**src/rtl/mul_seq.sv**
```systemverilog
// Sequential shift-and-add multiplier: one partial product per clock, single adder.
// Signed operands are folded to magnitudes on accept and the sign is restored in FIX.
module mul_seq #(
  parameter int WIDTH = 8
) (
  input  logic                 clk,
  input  logic                 rst,
  input  logic                 start,
  input  logic                 signed_mode,
  input  logic [WIDTH-1:0]     a,
  input  logic [WIDTH-1:0]     b,
  output logic                 busy,
  output logic                 done,
  output logic [2*WIDTH-1:0]   out,
  output logic [1:0]           dbg_state
);

  // Handshake: start is sampled on a rising edge only while busy=0; busy rises on
  // that accepting edge and falls on the result edge, where done pulses for one
  // cycle with out valid. start seen while busy=1 is dropped without effect.

  localparam int PW = 2 * WIDTH;
  localparam int CW = $clog2(WIDTH + 1);
  localparam logic [CW-1:0]    LAST_BIT = CW'(WIDTH - 1);
  localparam logic [WIDTH-1:0] ONE_W    = WIDTH'(1);
  localparam logic [PW-1:0]    ONE_P    = PW'(1);

  typedef enum logic [1:0] {
    IDLE = 2'd0,
    CALC = 2'd1,
    FIX  = 2'd2
  } state_t;

  state_t           state_q;
  logic [WIDTH-1:0] mcand_q;
  logic [WIDTH-1:0] mplier_q;
  logic [CW-1:0]    cnt_q;
  logic [PW-1:0]    acc_q;
  logic             neg_q;
  logic             busy_q;
  logic             done_q;
  logic [PW-1:0]    out_q;

  logic [WIDTH-1:0] mag_a_d;
  logic [WIDTH-1:0] mag_b_d;
  logic             neg_d;
  logic [PW-1:0]    addend;
  logic [PW-1:0]    acc_d;
  logic [PW-1:0]    prod_d;

  always_comb begin
    mag_a_d = (signed_mode && a[WIDTH-1]) ? (~a + ONE_W) : a;
    mag_b_d = (signed_mode && b[WIDTH-1]) ? (~b + ONE_W) : b;
    neg_d   = signed_mode & (a[WIDTH-1] ^ b[WIDTH-1]);
    addend  = {{WIDTH{1'b0}}, mcand_q} << cnt_q;
    acc_d   = mplier_q[0] ? (acc_q + addend) : acc_q;
    prod_d  = neg_q ? (~acc_q + ONE_P) : acc_q;
  end

  always_ff @(posedge clk) begin
    if (rst) begin
      state_q  <= IDLE;
      mcand_q  <= '0;
      mplier_q <= '0;
      cnt_q    <= '0;
      acc_q    <= '0;
      neg_q    <= 1'b0;
      busy_q   <= 1'b0;
      done_q   <= 1'b0;
      out_q    <= '0;
    end else begin
      done_q <= 1'b0;
      case (state_q)
        IDLE: begin
          if (start) begin
            mcand_q  <= mag_a_d;
            mplier_q <= mag_b_d;
            neg_q    <= neg_d;
            acc_q    <= '0;
            cnt_q    <= '0;
            busy_q   <= 1'b1;
            state_q  <= CALC;
          end
        end
        CALC: begin
          acc_q    <= acc_d;
          mplier_q <= mplier_q >> 1;
          cnt_q    <= cnt_q + 1'b1;
          if (cnt_q == LAST_BIT) state_q <= FIX;
        end
        FIX: begin
          out_q   <= prod_d;
          busy_q  <= 1'b0;
          done_q  <= 1'b1;
          state_q <= IDLE;
        end
        default: state_q <= IDLE;
      endcase
    end
  end

  assign busy      = busy_q;
  assign done      = done_q;
  assign out       = out_q;
  assign dbg_state = state_q;

endmodule
```
**config.mk**
```make
export PLATFORM = sky130hd
export DESIGN_NAME = mul_seq
export DESIGN_NICKNAME = d
export VERILOG_FILES = /design/src/rtl/mul_seq.sv
export SDC_FILE = /design/constraint.sdc
export NUM_CORES = 1
export LEC_CHECK = 0
export ABC_CLOCK_PERIOD_IN_PS = 3100
export CAP_MARGIN = 20
export CORE_UTILIZATION = 30
export CTS_CLUSTER_DIAMETER = 100
export DETAILED_ROUTE_END_ITERATION = 8
export HOLD_SLACK_MARGIN = 0.03
export SYNTH_ARGS = -nofsm -noshare
export SYNTH_HDL_FRONTEND = slang
export SYNTH_SLANG_ARGS = --single-unit
export TNS_END_PERCENT = 30
```
**constraint.sdc**
```tcl
create_clock -name clk -period 3.1 [get_ports clk]
set_clock_uncertainty 0.1 [all_clocks]
set_input_delay 0.31 -clock clk [delete_from_list [all_inputs] [get_ports clk]]
set_output_delay 0.31 -clock clk [all_outputs]
set_load 0.02 [all_outputs]
```
==> flow_results.org <==
** Power
- Lkg Pwr :: 0.001796 uW
- Largest vdd supply drop :: 0.0002217 V
- Power per Cell Area :: 434.4 nW/um^2
- Power comes to 2037 uW.

** Worst setup path
- STA classifies the critical path startpoint as a flop.
- Category of the worst setup path capture point :: flop
- Cell family contributing the most delay on the critical path :: compound AO/OA/AOI/OAI gates
- Arrival time at the worst endpoint :: 3140 ps
- Critical Setup Path Class :: reg2reg
- Launch point of the critical path :: cnt_q[1]$_SDFFE_PP0P_
- In this design, the stage delay of the slowest critical-path cell is 400 ps.
- Slowest stage cell, crit path :: ha_1
- CP Max Fanout :: 7
- Most common cell on crit path :: o21ai_1
- Together, buffers and inverters on the worst path number 2.
- The worst register-to-register path begins at cnt_q[1]$_SDFFE_PP0P_.
- CP Cell Sequence :: buf_4, mux2_2, nand2_1, o21ai_1, o21ai_1, o22ai_1, ha_1, and4_1, o21ai_1, nor3b_2, buf_4, o21bai_1, mux2i_1, a221o_1
- The setup check on the worst reg-to-reg path leaves a slack of 70 ps.
- Crit path required time :: 3210 ps

** Synth
- Yosys printed 0 warnings.
- Yosys mapped a number of flops with a built-in enable equal to 0.
- Most used flip-flop cell after synthesis :: dfxtp_1
- In the post-synthesis netlist, the biggest area contributors are dfxtp_1 (31%), ha_1 (6.5%), nand2_1 (6.4%), o21ai_0 (5.5%), nor2_1 (4.7%).
- Synthesis handed over a netlist of 470 instances.
- Syn Nets :: 510
- Average footprint of a synthesized cell :: 7.765 sq um
- Of all cell types, the one taking the most synthesized area is dfxtp_1.
- Of all flip-flops after synthesis, the portion carrying an async set or reset was 0%.
- In this run the biggest area consumer among cell types represents 31.26% of the synthesized area.
- Register area share after synthesis :: 31.26%
- Number of storage elements in the synthesis netlist :: 57
- Post-synthesis instance area :: 3650 sq um
- Distinct cell type count of the synthesized netlist :: 57

** Die
- The floorplan step set the die height to 112.3 microns.
- CORE AREA :: 11,610 sq um
- I/O pin count :: 40
- Measured along the x axis, the die boundary spans 112.3 microns.
- The die covers 12,610 sq um.
- Once the floorplan was initialized, standard cells occupied 31.43% of the core.
- The floorplan has 39 rows.

** Timing
- Min Hold Slack :: 345.3 ps
- Achievable clock frequency :: 330.2 MHz
- Final-report hold violation count :: 0
- At the pin with the least slew margin, the transition time is 1006 ps.
- The final-report max-slew violation count is 0.
- Setup-violating endpoint count in the final report :: 0
- After layout, the worst path uses 97.69% of the clock period.
- Max-Slew Margin vs Limit :: 32.43%
- Clock period minus worst slack :: 3029 ps

** Final layout
- Multi-input logic area :: 2421 sq um
- Nets :: 562
- In the final layout, flip-flops and latches occupy 1146 sq um.
- Area Overhead vs Synth :: 28.49%
- Cells with a size suffix above 1 make up 12.71% of the layout.
- Filler cell count in the final layout :: 1,220
- Leaving out fill and tap cells, the most frequent cell in the layout is nand2_1.
- N_diodes :: 0
- The library cells used most frequently in the layout, excluding fill and tap cells, are nand2_1 (62), dfxtp_1 (55), nor2_1 (45), clkdlybuf4s50_1 (39), o21ai_0 (33).

** Place
- Half-perimeter wire length after placement :: 6.774 mm
- IO Port Bufs :: 39
- Global placer's final weighted congestion :: 0.8553

** Clock network
- In this run, post-CTS hold repair placed 0 buffers.
- Number of clock buffers inserted by TritonCTS :: 9
- Bufs on Longest Clock Path :: 2
- Reg clk slew, reported paths :: 50 ps
- TritonCTS built the clock tree.
- The clock drives 57 sinks.
- The H-tree was split into 3 levels.
- CTS root buffer :: clkbuf_16
- The clock reaches the later pin of the worst-skew pair after 330 ps.

** Outcome
- Status :: finished with violations
- Violated checks :: design-rule violations

** Detailed routing
- For this block, the routed nets add up to 8.671 mm of wire.
- Vias per inst :: 5.087
- After detailed routing, the average wire length per cell comes to 12.94 microns.
- Number of routed nets with antenna violations :: 0
- The first detailed-routing pass took 8 iterations.
- In this run, the number of DRC markers left after iteration 0 of detailed routing was 109.
- Via total after detailed routing :: 3,408
- After detailed routing, the number of remaining DRC violations is 3.

** Min path
- In this run the most critical hold path is launched from out[10]$_SDFFE_PP0P_.
- Hold/Removal Path Class :: reg2reg

** GRT
- Entering global routing, the biggest net connects 26 pins.
- Total gr overflow :: 0
- Global routing used 14.14% of the available tracks.
- The first global-routing pass estimated 14.41 mm of wire.
- The via count of the first global-routing pass is 3,174.
- Number of antenna violations at the first check in global routing :: 0

** Flow run
- Max-cap violations :: 0
## sequential cells by signal (all words and copies together) (netlist names)
signal and cells:
busy 1, acc_q 16, cnt_q 4, mcand_q 8
neg_q 1, done 1, mplier_q 8, out 16
dbg_state 2
## worst reg2reg max path, delay by kind of cell (launching register included)
family | cells | cell delay (ps)
AOI/OAI and AO/OA | 6 | 850
muxes | 2 | 450
and+or+nand+nor | 3 | 430
adders and majority gates | 1 | 400
DFF | 1 | 380
buffers and inverters | 2 | 300
## routing by layer
layer	up-vias	GRT usage, %	wire, microns
li1	1775	-	-
met1	1560	17.08	4051
met2	61	24.80	4150
met3	12	2.754	344
met4	0	5.333	124
met5	-	0	0
## power breakdown
group | total, uW | internal, uW | switching [uW]
clock network | 974 | 639 | 335
registers | 780 | 755 | 25.0
logic | 283 | 132 | 151
## kinds of logic after synthesis
logic type	after synthesis	share of synthesized area (%)
AO/OA/AOI/OAI	140	24.44
adder cells (fa/ha/maj)	20	7.062
multiplexers	12	3.771
flip-flops	57	31.26
AND/OR/NAND/NOR	167	21.32
XOR/XNOR	33	7.919
buffers and inverters	41	4.216
## final timing paths
path,end,cells past startpoint
setup / recovery,acc_q[14]$_SDFFE_PP0P_,14
hold / removal,out[10]$_SDFFE_PP0P_,2
setup reg to reg,acc_q[14]$_SDFFE_PP0P_,14
hold reg to reg,out[10]$_SDFFE_PP0P_,2
## layout make-up
| cell class | instances | share of cell area, % |
|---|---|---|
| repair buffers | 64 | 12.33 |
| multi-input cells | 372 | 51.63 |
| clock buffers | 11 | 5.176 |
| clock inverters | 5 | 1.174 |
| inverters | 18 | 1.441 |
| well taps | 143 | 3.815 |
| flip-flops and latches | 57 | 24.44 |
## synthesized netlist by cell type, types with 6 or more instances
| cell | count |
|---|---|
| inv_1 | 18 |
| nand2_1 | 62 |
| a21oi_1 | 33 |
| nor2_1 | 46 |
| nor3_1 | 7 |
| ha_1 | 19 |
| nand3_1 | 12 |
| a211oi_1 | 6 |
| xnor2_1 | 14 |
| xor2_1 | 19 |
| a22oi_1 | 11 |
| dfxtp_1 | 57 |
| mux2i_1 | 7 |
| o21ai_0 | 40 |
| nor2b_1 | 11 |
| clkbuf_1 | 20 |
## per-stage QoR
stage / area, sq um / util (%) / TNS [ps] / std cells / setup WS, ps
floorplan: 3652 / - / 0 / 470 / 96.83
detailed placement: 4305 / 37.07 / -500.1 / 652 / -165.7
global route: 4690 / 40.38 / -24.23 / 670 / -12.49
finish: 4690 / 40.38 / 0 / 670 / 71.46
CTS: 4617 / 39.75 / 0 / 669 / 0.7681
global placement: 4305 / 37.07 / -161.9 / 652 / -67.77
## repair_timing
| action | CTS | global route |
|---|---|---|
| gates cloned | 0 | 0 |
| setup buffers | 1 | 1 |
| setup endpoints to repair | 5 | 8 |
| gates resized for setup | 3 | 19 |
| pin swaps | 1 | 3 |
(Power assumes the default switching activity.)
